--- src/rtl/fan_sample_sched_pkg.sv ---
// Shared state encoding for the FanCTRL sample sequencer and its neighbours.
// Latency: n/a (constants and a pure helper function only).
// Backpressure: n/a.
package fan_sample_sched_pkg;

  localparam int STATE_W = 2;

  localparam logic [STATE_W-1:0] ST_IDLE    = 2'd0;
  localparam logic [STATE_W-1:0] ST_WAIT    = 2'd1;
  localparam logic [STATE_W-1:0] ST_CAPTURE = 2'd2;
  localparam logic [STATE_W-1:0] ST_STROBE  = 2'd3;

  // A sample is in flight from the capture cycle up to and including its strobe
  function automatic logic state_is_busy(input logic [STATE_W-1:0] st);
    return (st == ST_CAPTURE) || (st == ST_STROBE);
  endfunction

endpackage

--- src/rtl/fan_sample_sched_sync_edge.sv ---
// 2-FF synchronizer for an asynchronous pin with rising-edge detect.
// Latency: level follows the pin after 2 clocks; rise pulses in the first cycle the level is high.
// Backpressure: none, free-running; one single-cycle pulse per synchronised rising edge.
module fan_sample_sched_sync_edge (
  input  logic i_clk,
  input  logic i_rst_n,
  input  logic i_async,
  output logic o_level,
  output logic o_rise
);

  logic r_meta;
  logic r_sync;
  logic r_sync_d;

  // Two flops resolve metastability, the third holds last cycle's level for edge detect
  always_ff @(posedge i_clk or negedge i_rst_n) begin
    if (!i_rst_n) begin
      r_meta   <= 1'b0;
      r_sync   <= 1'b0;
      r_sync_d <= 1'b0;
    end else begin
      r_meta   <= i_async;
      r_sync   <= r_meta;
      r_sync_d <= r_sync;
    end
  end

  assign o_level = r_sync;
  assign o_rise  = r_sync & ~r_sync_d;

endmodule

--- src/rtl/fan_sample_sched.sv ---
// Sample sequencer ahead of FanCTRL: clk_en tick, dataVaild strobe, held ADC/SET samples, overrun flag.
// Latency: auto strobe every TICKS_PER_SAMPLE*PRESCALE clocks; ext edge to strobe 3 clocks + up to PRESCALE.
// Backpressure: none; an ext request arriving while a sample is in flight is dropped and flagged.
module fan_sample_sched
  import fan_sample_sched_pkg::*;
#(
  parameter int ADC_BITWIDTH     = 4,
  parameter int PRESCALE         = 10,
  parameter int TICKS_PER_SAMPLE = 10000
) (
  input  logic                    clk_i,
  input  logic                    rstn_i,
  input  logic                    ena_i,
  input  logic                    mode_auto_i,
  input  logic                    ext_strb_i,
  input  logic                    config_en_i,
  input  logic [ADC_BITWIDTH-1:0] ADC_value_i,
  input  logic [ADC_BITWIDTH-1:0] SET_value_i,
  output logic                    clk_en_o,
  output logic                    dataVaild_STRB_o,
  output logic [ADC_BITWIDTH-1:0] ADC_value_o,
  output logic [ADC_BITWIDTH-1:0] SET_value_o,
  output logic                    config_en_o,
  output logic                    busy_o,
  output logic                    overrun_o,
  output logic [STATE_W-1:0]      state_o
);

  localparam int PW = $clog2(PRESCALE);
  localparam int TW = $clog2(TICKS_PER_SAMPLE);
  localparam logic [PW-1:0] PRE_LAST  = PW'(PRESCALE - 1);
  localparam logic [TW-1:0] TICK_LAST = TW'(TICKS_PER_SAMPLE - 1);

  logic [PW-1:0]           r_pre;
  logic [TW-1:0]           r_tick;
  logic [STATE_W-1:0]      r_state;
  logic                    r_mode_d;
  logic                    r_overrun;
  logic [ADC_BITWIDTH-1:0] r_adc;
  logic [ADC_BITWIDTH-1:0] r_set;

  logic [TW-1:0]           w_tick_inc;
  logic [TW-1:0]           w_tick_nxt;
  logic [STATE_W-1:0]      w_state_nxt;
  logic                    w_clk_en;
  logic                    w_cfg;
  logic                    w_cfg_rise;
  logic                    w_ext_lvl;
  logic                    w_ext_rise;
  logic                    w_hold_off;
  logic                    w_busy;
  logic                    w_capture;
  logic                    w_strobe;
  logic                    w_unused;

  fan_sample_sched_sync_edge u_cfg_sync (
    .i_clk   (clk_i),
    .i_rst_n (rstn_i),
    .i_async (config_en_i),
    .o_level (w_cfg),
    .o_rise  (w_cfg_rise)
  );

  fan_sample_sched_sync_edge u_ext_sync (
    .i_clk   (clk_i),
    .i_rst_n (rstn_i),
    .i_async (ext_strb_i),
    .o_level (w_ext_lvl),
    .o_rise  (w_ext_rise)
  );

  // Config acts on its level and the ext pin on its edge; the other halves are not needed
  assign w_unused = &{1'b0, w_cfg_rise, w_ext_lvl};

  // Config or disable overrides every state and suppresses any strobe due this cycle
  assign w_hold_off = ~ena_i | w_cfg;
  assign w_clk_en   = (r_pre == PRE_LAST);
  assign w_busy     = state_is_busy(r_state);
  assign w_capture  = (r_state == ST_CAPTURE) & ~w_hold_off;
  assign w_tick_inc = r_tick + 1'b1;

  // Free-running prescaler, independent of enable and FSM state
  always_ff @(posedge clk_i or negedge rstn_i) begin
    if (!rstn_i) begin
      r_pre <= '0;
    end else begin
      r_pre <= w_clk_en ? '0 : r_pre + 1'b1;
    end
  end

  // Next-state, tick count and strobe decode
  always_comb begin
    w_state_nxt = r_state;
    w_tick_nxt  = r_tick;
    w_strobe    = 1'b0;
    if (w_hold_off) begin
      w_state_nxt = ST_IDLE;
      w_tick_nxt  = '0;
    end else begin
      case (r_state)
        ST_IDLE: begin
          w_tick_nxt  = '0;
          w_state_nxt = ST_WAIT;
        end
        ST_WAIT: begin
          if (mode_auto_i != r_mode_d) begin
            // Source switched mid-wait: restart the interval from scratch
            w_tick_nxt = '0;
          end else if (mode_auto_i) begin
            // The tick that brings the count to its last value starts the capture,
            // so the strobe lands on the following tick: one full period per sample
            if (w_clk_en) begin
              w_tick_nxt = w_tick_inc;
              if (w_tick_inc == TICK_LAST) begin
                w_state_nxt = ST_CAPTURE;
              end
            end
          end else begin
            w_tick_nxt = '0;
            if (w_ext_rise) begin
              w_state_nxt = ST_CAPTURE;
            end
          end
        end
        ST_CAPTURE: begin
          w_state_nxt = ST_STROBE;
        end
        ST_STROBE: begin
          if (w_clk_en) begin
            w_strobe    = 1'b1;
            w_tick_nxt  = '0;
            w_state_nxt = ST_WAIT;
          end
        end
        default: begin
          w_state_nxt = ST_IDLE;
          w_tick_nxt  = '0;
        end
      endcase
    end
  end

  // FSM state, tick count and last-seen mode for change detection
  always_ff @(posedge clk_i or negedge rstn_i) begin
    if (!rstn_i) begin
      r_state  <= ST_IDLE;
      r_tick   <= '0;
      r_mode_d <= 1'b0;
    end else begin
      r_state  <= w_state_nxt;
      r_tick   <= w_tick_nxt;
      r_mode_d <= mode_auto_i;
    end
  end

  // Sample holding: ADC only on capture; SET also follows the pins while configuring
  always_ff @(posedge clk_i or negedge rstn_i) begin
    if (!rstn_i) begin
      r_adc <= '0;
      r_set <= '0;
    end else begin
      if (w_capture) begin
        r_adc <= ADC_value_i;
      end
      if (w_capture || w_cfg) begin
        r_set <= SET_value_i;
      end
    end
  end

  // Sticky overrun: an ext request while a sample is in flight; config clears it
  always_ff @(posedge clk_i or negedge rstn_i) begin
    if (!rstn_i) begin
      r_overrun <= 1'b0;
    end else if (w_cfg) begin
      r_overrun <= 1'b0;
    end else if (w_ext_rise && !mode_auto_i && w_busy) begin
      r_overrun <= 1'b1;
    end
  end

  assign clk_en_o         = w_clk_en;
  assign dataVaild_STRB_o = w_strobe;
  assign ADC_value_o      = r_adc;
  assign SET_value_o      = r_set;
  assign config_en_o      = w_cfg;
  assign busy_o           = w_busy;
  assign overrun_o        = r_overrun;
  assign state_o          = r_state;

endmodule

--- config.mk ---
export PLATFORM = sky130hd
export DESIGN_NAME = fan_sample_sched
export DESIGN_NICKNAME = d
export VERILOG_FILES = /design/src/rtl/fan_sample_sched_pkg.sv /design/src/rtl/fan_sample_sched_sync_edge.sv /design/src/rtl/fan_sample_sched.sv
export SDC_FILE = /design/constraint.sdc
export NUM_CORES = 1
export LEC_CHECK = 0
export ABC_AREA = 0
export ABC_CLOCK_PERIOD_IN_PS = 6700
export BUFFER_PORTS_ARGS = -buffer_cell sky130_fd_sc_hd__buf_4
export CORE_MARGIN = 5
export CORE_UTILIZATION = 40
export DETAILED_ROUTE_END_ITERATION = 10
export PLACE_DENSITY = 0.7
export SLEW_MARGIN = 20
export SYNTH_ARGS = -nofsm -noshare
export SYNTH_HDL_FRONTEND = slang
export SYNTH_SLANG_ARGS = --single-unit
--- constraint.sdc ---
create_clock -name clk_i -period 6.7 [get_ports clk_i]
set_input_delay 0.67 -clock clk_i [delete_from_list [all_inputs] [get_ports clk_i]]
set_output_delay 0.67 -clock clk_i [all_outputs]
set_load 0.01 [all_outputs]
==> results.cfg <==
[run_status]
status = completed

[floorplanning]
die_h_um = 78.7
ios = 29
row_count = 25
die_area_mm2 = 0.00620
start_util_pct = 40.5
fp.coreArea_mm2 = 0.00466
die_w_um = 78.7

[cts]
clock_latency_ns = 0.29
cts_setup_buffers = 0
cts_hold_buf = 0
cts_buffer_depth = 2
clkSlewWorstSetupHoldPaths_ns = 0.07
cts_resized = 0
clkSinkCount = 35
htree_levels = 2
cts_buffers = 5
cts_tree = built
root_buffer = clkbuf_8

[logic_synthesis]
avgSynthCellArea_um2 = 9.94
ys_top_cells_by_area = dfrtp_1 46%, mux2_2 5.4%, o21ai_0 4.8%
syn_inst = 190
synth_seq_cells = 35
synth_edf_count = 0
synth.distinct_cells = 42
yosys_warnings = 0
synth_ff_type = dfrtp_1
syn_area_mm2 = 0.00189
yosysSeqAreaShare_pct = 46.4
synthArstFlopShare_pct = 100
synth_nets = 210
synth_area_leader_cell = dfrtp_1
synth_top_cell_area_share_pct = 46.4

[grt]
grt_pass1_wl_um = 7000
grt_start_max_net_pins = 36
grtUsageTotal_pct = 14.3
grt_pass1_vias = 1451
globalRoute.totalOverflow = 0
antenna_found_initial = 0

[worst_setup_path]
max_stage_delay_ns = 0.52
reg2reg_to = r_tick[8]$_DFFE_PN0P_
arrival_ns = 2.90
r2r-start = u_cfg_sync.o_level$_DFF_PN0_
critical_path_class = primary input to flop
cp.depth = 7
rr_worst_depth = 6
worstSetupStartpointType = primary input
path_cells = buf_4 -> nor2b_1 -> nand4_1 -> a21oi_1 -> a21o_1 -> or2_1 -> o21ai_0
crit_start = ena_i
critPathMaxFanout = 16
crit_buf_inv = 1
critPathCaptureType = flop
path_delay_family = simple AND/OR/NAND/NOR gates
r2r_slack_ns = 4.01
cp_slowest_cell = nand4_1
worstPathRequired_ns = 6.85

[timing]
setup_tns_ns = 0
tightest_slew_ns = 0.565
fmax_mhz = 364
setup_viol = 0
fin_skew_ns = 0.0113
rsz0062_at_grt = false
slew_violations = 0
hold_viol = 0
finalCritPeriodShare_pct = 41.0
max_slew_margin_pct = 62.2
period_needed_ns = 2.75

[drt]
num_vias = 1514
wl_per_cell_um = 14.9
vias_per_cell = 5.63
routed_wl_um = 4000
firstDrtPassIters = 4
drc = 0
drtIter0Drc = 159
detail-route-antenna-nets = 0

[finish]
nNetsFinal = 235
final_common_cell = dfrtp_1
design_area_mm2 = 0.00221
layout_common_cells = 35 x dfrtp_1, 28 x buf_4, 18 x o21ai_0
nFillCells = 459
diodes = 0
area_delta_synth_final_pct = 17.0
drive_above_1_share_pct = 23.7

[pwr]
cellLeakagePower_uw = 0.000994
vdd_drop_max_mv = 0.140
powerDensity_mw_per_mm2 = 197

[place]
hpwl_um = 2880
dpl_cell_area_mm2 = 0.00212
gp_congestion = 0.870
port_buffers = 28

[run]
maxCapViolations = 0

[min_path]
hp-class = primary input to asynchronous set/reset pin
metal layers:
layer / up-vias / part of all wire, % / track usage (%)
li1: 749 / - / -
met2: 21 / 48 / 22.1
met4: 0 / 1.3 / 5.07
met1: 737 / 48 / 19.2
met5: - / 0 / 0
met3: 7 / 2.8 / 3.74
cells in the mapped netlist, drive strengths merged, types with 6 or more instances:
master  number
o21ai       18
nand2       16
nand4        6
mux2         9
a21oi        7
inv          8
nand3        6
dfrtp       35
o31ai        9
nor2        12
ha           6
through the flow:
stage                     utilization [%]  setup slack [ns]  power [uW]  instances  hold WS [ns]
after global routing                 47.4              3.64         459        269         0.361
final                                47.4              3.95         437        269         0.329
after detailed placement             45.6              3.64         288        262         0.340
after floorplan                         -              4.53         256        190         0.331
after global placement               45.6              3.74         288        262         0.331
after CTS                            47.4              3.99         443        269         0.340
layout make-up:
class	instances	area [um^2]	area share, %
multi-input cells	137	940	42.5
flip-flops and latches	35	876	39.6
repair buffers	28	210	9.51
clock buffers	6	82.6	3.74
well taps	54	67.6	3.06
inverters	8	30.0	1.36
clock inverters	1	5.00	0.226
sequential cells by signal, indices dropped and copies added (netlist names):
name and count:
ADC_value_o 4, SET_value_o 4, overrun_o 1, r_mode_d 1, r_pre 4, r_tick 14, state_o 2, u_cfg_sync.o_level 1
u_cfg_sync.r_meta 1, u_ext_sync.o_level 1, u_ext_sync.r_meta 1, u_ext_sync.r_sync_d 1
where the power goes:
group          total (uW)  switching (uW)  internal [uW]
clock network         153            72.3           80.6
registers             231            7.31            223
logic                52.9            24.2           28.8
total                 437             104            333
kinds of logic (layout without fill, tap and decap cells):
logic type | after synthesis | after routing | share of synthesized area [%]
adders and majority gates | 6 | 6 | 3.97
xor gates and xnor gates | 2 | 2 | 0.927
muxes | 12 | 12 | 6.95
and+or+nand+nor | 67 | 67 | 20.5
buffers and inverters | 18 | 43 | 3.91
AOI/OAI and AO/OA | 50 | 50 | 17.4
DFF | 35 | 35 | 46.4
worst max-delay path by stage:
| stage | to | slack (ns) |
|---|---|---|
| 2_1_floorplan | r_tick[8]$_DFFE_PN0P_ | 4.53 |
| 3_3_place_gp | r_tick[8]$_DFFE_PN0P_ | 3.74 |
| 3_5_place_dp | r_tick[8]$_DFFE_PN0P_ | 3.64 |
| 4_1_cts | r_tick[8]$_DFFE_PN0P_ | 3.99 |
| 5_1_grt | r_tick[8]$_DFFE_PN0P_ | 3.64 |
| 6_report | r_tick[8]$_DFFE_PN0P_ | 3.95 |
(Power assumes the default switching activity.)
